[config.mk]
export PLATFORM = sky130hd
export DESIGN_NAME = spi_reg_ctrl
export DESIGN_NICKNAME = d
export VERILOG_FILES = /design/src/rtl/spi_reg_ctrl.sv
export SDC_FILE = /design/constraint.sdc
export NUM_CORES = 1
export LEC_CHECK = 0
export ABC_AREA = 1
export BUFFER_PORTS_ARGS = -buffer_cell sky130_fd_sc_hd__buf_2
export CAP_MARGIN = 20
export CORE_AREA = 2 2 83 105
export DETAILED_ROUTE_END_ITERATION = 7
export DIE_AREA = 0 0 85 107
export GPL_TIMING_DRIVEN = 0
export PLACE_DENSITY = 0.6
export SETUP_SLACK_MARGIN = 0.05
export SLEW_MARGIN = 30
export SYNTH_ARGS = -nofsm -noshare
export SYNTH_HDL_FRONTEND = slang
export SYNTH_SLANG_ARGS = --single-unit
export TNS_END_PERCENT = 100
[constraint.sdc]
create_clock -name sysclk -period 1.7 [get_ports sysclk]
set_input_delay 0.085 -clock sysclk [delete_from_list [all_inputs] [get_ports sysclk]]
set_output_delay 0.085 -clock sysclk [all_outputs]
set_load 0.01 [all_outputs]
[src/rtl/spi_reg_ctrl.sv]
`default_nettype none
// +----------------------------------------------------------------------------+
// | Module  : spi_reg_ctrl                                                     |
// | Brief   : SPI-slave byte-stream register controller for fan duty/control. |
// | Revision: 1.0 - initial release                                            |
// +----------------------------------------------------------------------------+
module spi_reg_ctrl #(
    parameter logic [7:0] ID_VALUE   = 8'hA5,
    parameter logic [7:0] DUTY_RESET = 8'h80
) (
    input  logic        sysclk,
    input  logic        iRstN,
    input  logic        iRxReady,
    input  logic [7:0]  iRx,
    input  logic        iSPICS,
    output logic        oTxReady,
    output logic [7:0]  oTx,
    input  logic [15:0] iTach,
    output logic [7:0]  oDuty,
    output logic [7:0]  oCtrl,
    output logic        oErr
);

    localparam logic [2:0] IDLE  = 3'd0;
    localparam logic [2:0] CMD   = 3'd1;
    localparam logic [2:0] WDATA = 3'd2;
    localparam logic [2:0] RDATA = 3'd3;
    localparam logic [2:0] DRAIN = 3'd4;

    logic [2:0] state;
    logic [2:0] ptr;
    logic       rx_meta, rx_sync, rx_prev;
    logic       cs_meta, cs_sync, cs_prev;
    logic [7:0] duty, ctrl, scratch, errcnt, tach_hi;

    logic       rx_evt, cs_rise, cs_fall, cmd_bad;
    logic       load_en;
    logic [2:0] load_addr;
    logic [7:0] load_data;

    assign rx_evt  = rx_sync & ~rx_prev;
    assign cs_rise = cs_sync & ~cs_prev;
    assign cs_fall = ~cs_sync & cs_prev;
    assign cmd_bad = (iRx[6:3] != 4'd0);

    // A deselect in the same cycle as the byte suppresses the MISO load.
    always_comb begin
        load_en   = 1'b0;
        load_addr = ptr + 3'd1;
        if (rx_evt && !cs_rise) begin
            if (state == CMD && iRx[7] && !cmd_bad) begin
                load_en   = 1'b1;
                load_addr = iRx[2:0];
            end else if (state == RDATA) begin
                load_en = 1'b1;
            end
        end
    end

    always_comb begin
        load_data = 8'h00;
        case (load_addr)
            3'd0:    load_data = ID_VALUE;
            3'd1:    load_data = {6'b0, (iTach == 16'h0000), (state != IDLE)};
            3'd2:    load_data = duty;
            3'd3:    load_data = ctrl;
            3'd4:    load_data = iTach[7:0];
            3'd5:    load_data = tach_hi;
            3'd6:    load_data = scratch;
            default: load_data = errcnt;
        endcase
    end

    always_ff @(posedge sysclk or negedge iRstN) begin
        if (!iRstN) begin
            rx_meta  <= 1'b0;
            rx_sync  <= 1'b0;
            rx_prev  <= 1'b0;
            cs_meta  <= 1'b0;
            cs_sync  <= 1'b0;
            cs_prev  <= 1'b0;
            state    <= IDLE;
            ptr      <= 3'd0;
            oTxReady <= 1'b0;
            oTx      <= 8'h00;
            oErr     <= 1'b0;
            duty     <= DUTY_RESET;
            ctrl     <= 8'h00;
            scratch  <= 8'h00;
            errcnt   <= 8'h00;
            tach_hi  <= 8'h00;
        end else begin
            rx_meta  <= iRxReady;
            rx_sync  <= rx_meta;
            rx_prev  <= rx_sync;
            cs_meta  <= iSPICS;
            cs_sync  <= cs_meta;
            cs_prev  <= cs_sync;
            oTxReady <= 1'b0;
            oErr     <= 1'b0;

            if (load_en) begin
                oTx      <= load_data;
                oTxReady <= 1'b1;
                if (load_addr == 3'd4) begin
                    tach_hi <= iTach[15:8];
                end
            end

            case (state)
                IDLE: begin
                    ptr <= 3'd0;
                    if (cs_fall) begin
                        state <= CMD;
                    end
                end
                CMD: begin
                    if (rx_evt) begin
                        ptr <= iRx[2:0];
                        if (cmd_bad) begin
                            state <= DRAIN;
                            oErr  <= 1'b1;
                            if (errcnt != 8'hFF) begin
                                errcnt <= errcnt + 8'd1;
                            end
                        end else if (iRx[7]) begin
                            state <= RDATA;
                        end else begin
                            state <= WDATA;
                        end
                    end
                end
                WDATA: begin
                    if (rx_evt) begin
                        case (ptr)
                            3'd2:    duty    <= iRx;
                            3'd3:    ctrl    <= iRx;
                            3'd6:    scratch <= iRx;
                            default: ;
                        endcase
                        ptr <= ptr + 3'd1;
                    end
                end
                RDATA: begin
                    if (rx_evt) begin
                        ptr <= ptr + 3'd1;
                    end
                end
                DRAIN:   ;
                default: state <= IDLE;
            endcase

            // Deselect wins over the case above but after the byte was applied.
            if (cs_rise) begin
                state <= IDLE;
                ptr   <= 3'd0;
            end
        end
    end

    assign oDuty = duty;
    assign oCtrl = ctrl;

endmodule
`default_nettype wire

After elaboration in Yosys (flattened, before gate mapping). Cells that the tools add are included.

Bits in latches: 0. Output and inout port bits: 26. Bits in read-only memories: 0. Memories: 0. RAM bits: 0. Word-level logic and storage cells: 82. Bits in registers: 62. Bits of input ports: 28.

$add $sub $neg: 2. Bitwise gates (word level): 6. Shift operators: 0. $lt $le $gt $ge: 0. Div/mod/pow operators: 0. Mux-type cells: 20. Equality and inequality tests: 18. Multipliers: 0. Reduce and logical (&&, ||, !) cells: 20.

Operators by type and width (count): $pmux W8 S7 (1); $mux W3 (9); $eq A3 B2 Y1 const B (6); $pmux W3 S3 (2); $logic_not A16 Y1 (1); $eq A3 B3 Y1 const B (5); $reduce_and A3 Y1 (5); $add A8 B1 Y8 const B (1); $mux W1 (8); $ne A8 B8 Y1 const B (1); $reduce_bool A4 Y1 (2); $eq A3 B1 Y1 const B (2); $logic_not A3 Y1 (2); $ne A3 B3 Y1 const B (2); $reduce_and A4 Y1 (1); $add A3 B1 Y3 const B (1); $and A1 B1 Y1 (3); $logic_and A1 B1 Y1 (3); $ne A3 B1 Y1 const B (1); $not A1 Y1 (3); $reduce_bool A3 Y1 (1); $reduce_or A3 Y1 (1); $logic_not A1 Y1 (2); $ne A2 B1 Y1 const B (1); 2 further kinds (2).

Depth between registers and ports, before layout. Gate-level depths: netlist of run 1.

Word-level depth: 7. Depth in mapped cells: 14. Mapped depth without buffers: 14.

Worst setup path after synthesis of run 1. Ideal clock, no wire load.

Path type: register to register. Start point: register cs_sync. End point: register tach_hi[6]. Data arrival time: 1.737 ns. Library setup time: 0.125 ns. Buffers on the path: 2. Setup slack: -0.162 ns. Cell stages (with the launch flop): 10. Period minus slack after synthesis: 1.862 ns. Required time: 1.575 ns. Cells stage by stage: dfrtp_1 -> ha_1 -> nor2_4 -> nand2_4 -> and2_4 -> buf_6 -> clkinv_2 -> nand3_4 -> buf_6 -> mux2_4.

Elaborated cells between the ends (all ways): 7.

RTL lines: start: declaration (RTL line 33) `logic cs_meta, cs_sync, cs_prev;`; start signal: assignment (RTL line 97) `cs_sync <= cs_meta;`; $and A1 B1 Y1 (RTL line 42) `assign cs_rise = cs_sync & ~cs_prev;`; $logic_not A1 Y1 (RTL line 50) `if (rx_evt && !cs_rise) begin`; $logic_and A1 B1 Y1 (RTL line 50); $mux W1 (RTL line 50); named net load_en (RTL line 37) `logic load_en;`; $reduce_and A2 Y1 (no line); end signal: assignment (RTL line 106) `tach_hi <= iTach[15:8];`; end: declaration (RTL line 34) `logic [7:0] duty, ctrl, scratch, errcnt, tach_hi;`.

The timed path passes the listed nets, and every way through them passes these cells. A chain may end at the register's enable or synchronous reset.

Worst setup path in the final report of run 1.
Start point: register state[1]. End point: register tach_hi[6].

Elaborated cells between the ends (all ways): 11.

RTL lines: start: declaration (RTL line 30) `logic [2:0] state;`; start signal: assignment (RTL line 82) `state <= IDLE;`; start signal: assignment (RTL line 114) `state <= CMD;`; start signal: assignment (RTL line 121) `state <= DRAIN;`; $eq A3 B1 Y1 (RTL line 51) `if (state == CMD && iRx[7] && !cmd_bad) begin`; $logic_and A1 B1 Y1 (2 in series) (RTL line 51); $mux W1 (*) (RTL line 51); $mux W1 (*) (RTL line 50); named net load_en (RTL line 37); $reduce_and A2 Y1 (no line) (*).

Mark *: on every way through the listed nets, which the timed path passes. The rest lies on a longest branch.

==> results of run 1 <==
## cells in the mapped netlist, drive strengths merged (3+ instances only)
cell type    n
o21ai       42
nand2      113
clkbuf       5
dfrtp       61
xor2         6
ha           5
buf          3
nand3       37
o22ai        3
nand4        4
inv         41
nor3         6
nor4         4
mux2         4
a21oi        9
nor2        35
## layout make-up
| cell class | instances | area (um^2) |
|---|---|---|
| flip-flops and latches | 62 | 1550 |
| well taps | 97 | 121 |
| repair buffers | 99 | 672 |
| fillers | 737 | 3590 |
| clock buffers | 9 | 124 |
| inverters | 42 | 165 |
| plain buffers | 7 | 52.6 |
| clock inverters | 7 | 56.3 |
| repair inverters | 1 | 7.51 |
| multi-input cells | 275 | 1760 |
## power breakdown
group	internal (mW)	switching [mW]	leakage, nW
Clock	0.545	0.662	0.0906
Combinational	0.937	1.40	1.46
Sequential	1.64	0.146	0.710
## metal layers
metal,vias to the layer above,global-route usage,part of all wire
met3,29,0.0331,0.042
met5,-,0,0
met4,0,0.118,0.035
li1,1485,-,-
met1,1414,0.257,0.41
met2,95,0.367,0.52
## what timing repair did
action	CTS	global route
endpoints found under the setup margin	51	54
gates cloned	3	0
buffers inserted	29	4
resized for setup	56	29
hold endpoints to repair	71	0
hold buffers	11	0
pin swaps	25	15
## worst min path at each step
stage	start	end	cells past startpoint
CTS	iRx[6]	oCtrl[6]$_DFFE_PN0P_	3
finish	iRx[6]	oCtrl[6]$_DFFE_PN0P_	3
global route	iRx[6]	oCtrl[6]$_DFFE_PN0P_	3
floorplan	iRstN	cs_meta$_DFF_PN0_	0
detailed placement	iRstN	tach_hi[1]$_DFFE_PN0P_	1
global placement	iRxReady	rx_meta$_DFF_PN0_	1
## per-stage QoR
stage          setup slack, ps  std cells  TNS, ps
3_3_place_gp              -407        536    -5500
4_1_cts                   -207        595    -3990
3_5_place_dp              -451        537    -6480
2_1_floorplan             -138        386     -434
6_report                  -305        599    -5290
5_1_grt                   -420        599   -10240
## cell families (layout without fill, tap and decap cells)
| group | after synthesis | in the layout | synth area share |
|---|---|---|---|
| mux | 4 | 4 | 0.0166 |
| flops | 62 | 62 | 0.491 |
| simple gates | 202 | 203 | 0.295 |
| buf+inv | 50 | 165 | 0.0649 |
| xor+xnor | 6 | 6 | 0.0166 |
| compound gates | 57 | 57 | 0.0957 |
| fa+ha+maj | 5 | 5 | 0.0198 |
## sequential cells by signal, summed over array words and instances (netlist names), 3 cells and up
signal / flops
scratch: 8
oDuty: 8
tach_hi: 8
ptr: 3
errcnt: 8
oTx: 8
state: 3
oCtrl: 8
## tightest hold or removal path: stages
cell,delay (ps)
buf_2,100
inv_1,70
o21ai_0,80
==> impl_metrics.ini, run 1 <==
[critical_path]
r2r-end = tach_hi[6]$_DFFE_PN0P_
crit_family = simple AND/OR/NAND/NOR gates
path_buf_inv = 3
crit_type = reg2reg
r2r_cells = 10
crit_cells = 10
crit_start = state[1]$_DFFE_PN0P_
rrSetupSlack_ps = -310
path_cells = nor2_2 -> nand3_2 -> nor2_4 -> nand2_4 -> buf_4 -> and2_4 -> clkinv_4 -> nand3_4 -> buf_6 -> mux2_4
critPathMaxFanout = 7
end_kind = register
critPathCapture = tach_hi[6]$_DFFE_PN0P_
worst_path_max_delay_cell = dfrtp_1
arrival_ps = 2240
critPathMaxStageDelay_ps = 410
cp.required_ps = 1940
reg2reg_from = state[1]$_DFFE_PN0P_
cp-start-kind = register

[flow_run]
maxCapViolations = 0

[cts]
cts.path.max_buffers = 2
clock_sinks = 62
cts.clk_slew.worst_paths_ps = 90
htreeDepth = 3
cts_root_buf = clkbuf_8
cts_tree = done
numCtsBuffers = 9
clock_latency_ps = 360

[power]
p_leak_nw = 2.27
p_total_mw = 5.33
irDropWorstVdd_mv = 0.764
p_per_area_mw_per_mm2 = 1180

[layout]
final_common_cell = nand2_1
post-route-util = 0.556
drive_above_1_share = 0.351
layout_common_cells = 99 x nand2_1, 61 x dfrtp_1, 52 x buf_2
diodes = 0
area_growth_pct = 42.5
post-route-cell-area_mm2 = 0.00451
nets = 530

[placed_design]
port_buffers = 53
dpl-instance-area_mm2 = 0.00361
gp_congestion = 0.851
dp_hpwl_mm = 6.29

[yosys]
synth_top_area_frac = 0.483
ys.flop_type = dfrtp_1
syn_area_mm2 = 0.00316
synth-edff-count = 0
synth_cell_types = 36
ys.warnings.count = 0
synth-seq-area-share = 0.491
synth_nets = 419
synth.area.top_cells = dfrtp_1 48%, nand2_1 13%, o21ai_0 6.2%
ys_async_sr_fraction = 1.00
synth_top_area_cell = dfrtp_1
synth.avg_cell_area_um2 = 8.19
ys_ff_latch = 62
synthCells = 386

[sta]
rsz0062_at_grt = true
finalMaxSlewViolations = 0
hold-worst-slack_ps = 19.1
timing.fmax_mhz = 499
skew_ps = 14.5
finalSetupViolCount = 34
setup_slack_ps = -305
slew_headroom = 0.708
hold_viol = 0
period_needed_ps = 2010
worst_pin_slew_ps = 437
final.period_utilization = 1.18

[drt]
viasPerCell = 5.05
dr_total_vias = 3023
totalWireLength_mm = 9.25
ant_nets = 0
wl_per_cell_um = 15.4
drc = 0
drtIter0Drc = 135
first_pass_iters = 5

[floorplan]
initial_core_util = 0.390
die-area_mm2 = 0.00910
num_rows = 37
core_area_mm2 = 0.00810
dieWidth_um = 85
die_h_um = 107
top_level_ports = 54

[global_route]
grt_pass1_vias = 3107
grtUsageTotal = 0.215
antenna_found_initial = 0
gr-total-overflow = 0
grt_max_degree = 44
grt_first_pass_wirelength_mm = 15.1

[outcome]
violations = setup timing
status = finished with violations

[hold_path]
holdCritPathClass = in2reg
(Power assumes the default switching activity.)
==> inputs of run 2 (changes only) <==
Settings changed: CORE_AREA 2 2 83 105 to 2 2 103 85, DIE_AREA 0 0 85 107 to 0 0 105 87.
==> run 2 against run 1 <==
  * The run still ends with setup timing left
  * Routed wire length decreased by 2.4%
  * Sequential power barely moved
  * Cell area decreased by 1.3%
  * Sequential share of layout area increased by 0.46 points
  * Die area rose by 0.44%
  * Core utilization down 1.3 points
  * First-iteration DRC count grew 36%
  * Worst setup slack gained 72 ps
  * Via count decreased by 0.36%
  * Fmax up 3.7%
  * Register-to-register slack improved by 70 ps
  * Sequential cell count did not move
  * Largest cell class unchanged
  * Largest power group unchanged
==> impl_metrics.ini, run 2 (synthesized netlist as in run 1, its figures left out) <==
[outcome]
status = finished with violations
violations = setup timing

[cts]
clock_sinks = 62
numCtsBuffers = 9
cts.path.max_buffers = 2
clock_latency_ps = 350
cts.clk_slew.worst_paths_ps = 70
cts_root_buf = clkbuf_8
cts_tree = done
htreeDepth = 3

[drt]
viasPerCell = 4.96
wl_per_cell_um = 14.9
drtIter0Drc = 184
first_pass_iters = 5
drc = 0
ant_nets = 0
totalWireLength_mm = 9.03
dr_total_vias = 3012

[placed_design]
dpl-instance-area_mm2 = 0.00361
gp_congestion = 0.891
post-place-ws_ps = -396
port_buffers = 53
dp_hpwl_mm = 6.02
dpl.cell_count = 551

[layout]
nets = 523
drive_above_1_share = 0.352
diodes = 0
post-route-cell-area_mm2 = 0.00445
area_growth_pct = 40.6
fillers = 785
final_common_cell = nand2_1
layoutNonFillerInstCount = 607
layout_common_cells = 98 x nand2_1, 61 x dfrtp_1, 52 x buf_2

[critical_path]
cp.required_ps = 1940
critPathMaxFanout = 7
critPathMaxStageDelay_ps = 420
crit_type = reg2reg
end_kind = register
worst_path_max_delay_cell = dfrtp_1
arrival_ps = 2170
crit_start = state[1]$_DFFE_PN0P_
path_cells = nor2_4 -> nand3_2 -> nor2_4 -> nand2_4 -> nand2_2 -> nand2_4 -> nor2_8 -> nand3_4 -> buf_6 -> mux2_4
reg2reg_from = state[1]$_DFFE_PN0P_
cp-start-kind = register

[flow_run]
maxCapViolations = 0

[floorplan]
top_level_ports = 54
num_rows = 30
die_h_um = 87
die-area_mm2 = 0.00914
core_area_mm2 = 0.00818
initial_core_util = 0.387
dieWidth_um = 105

[global_route]
gr-total-overflow = 0
grtUsageTotal = 0.210
antenna_found_initial = 0
grt_pass1_vias = 2858
grt_first_pass_wirelength_mm = 14.7
grt_max_degree = 63

[sta]
slew_headroom = 0.485
period_needed_ps = 1930
rsz0062_at_grt = true
worst_pin_slew_ps = 772
hold_viol = 0
finalSetupViolCount = 31
setup_slack_ps = -234
timing.fmax_mhz = 517
final.period_utilization = 1.14
skew_ps = 11.0
finalMaxSlewViolations = 0

[power]
p_per_area_mw_per_mm2 = 1200
irDropWorstVdd_mv = 0.585
p_leak_nw = 2.22
p_total_mw = 5.34

[hold_path]
holdCritPathClass = in2reg
min_from = iRx[6]
[run 2: layout make-up]
type / count / area [um^2] / share of cell area
clock inverter: 5 / 36.3 / 0.00816
timing repair inverter: 1 / 7.51 / 0.00169
sequential: 62 / 1550 / 0.349
timing repair buffer: 92 / 616 / 0.138
inverter: 42 / 169 / 0.0380
clock buffer: 11 / 141 / 0.0318
buffer: 8 / 63.8 / 0.0143
tap: 112 / 140 / 0.0315
multi-input combinational: 274 / 1720 / 0.387
[run 2: worst max-delay path, delay by kind of cell, from the launching register on]
family / cells / cell delay, ps
and+or+nand+nor: 8 / 950
muxes: 1 / 290
DFF: 1 / 420
buffers and inverters: 1 / 140
[run 2: routing by layer]
layer	GRT usage	up-vias	share of wire
li1	-	1474	-
met3	0.0486	11	0.048
met4	0.0824	0	0.0099
met5	0	-	0
met1	0.285	1459	0.48
met2	0.328	68	0.46
[run 2: power breakdown]
group | total [mW] | switching [mW] | internal [mW]
logic | 2.38 | 1.40 | 0.980
clock network | 1.17 | 0.604 | 0.568
registers | 1.79 | 0.148 | 1.64
total | 5.34 | 2.15 | 3.19
[run 2: worst paths after layout]
kind	cells after the start	endpoint	slack, ps
worst max-delay path	10	tach_hi[7]$_DFFE_PN0P_	-230
worst min-delay path	3	scratch[6]$_DFFE_PN0P_	60
worst max register to register	10	tach_hi[7]$_DFFE_PN0P_	-230
worst min register to register	0	cs_sync$_DFF_PN0_	350
max in group asynchronous	2	oDuty[6]$_DFFE_PN0P_	840
min in group asynchronous	2	state[0]$_DFFE_PN0P_	350
[run 2: what timing repair did]
action	in CTS	in global routing
pin swaps	19	17
hold endpoints to repair	71	0
resized for setup	52	32
setup endpoints to repair	53	54
hold buffers	11	0
buffers inserted	22	6
gates cloned	1	0
[run 2: per-stage QoR]
stage / hold WS [ps] / setup TNS (ps) / utilization
after floorplan: -211 / -434 / -
after global placement: 193 / -5410 / 0.440
after detailed placement: 194 / -6860 / 0.441
after CTS: 50.5 / -3540 / 0.525
after global routing: 73.0 / -8450 / 0.544
final: 57.7 / -4100 / 0.544
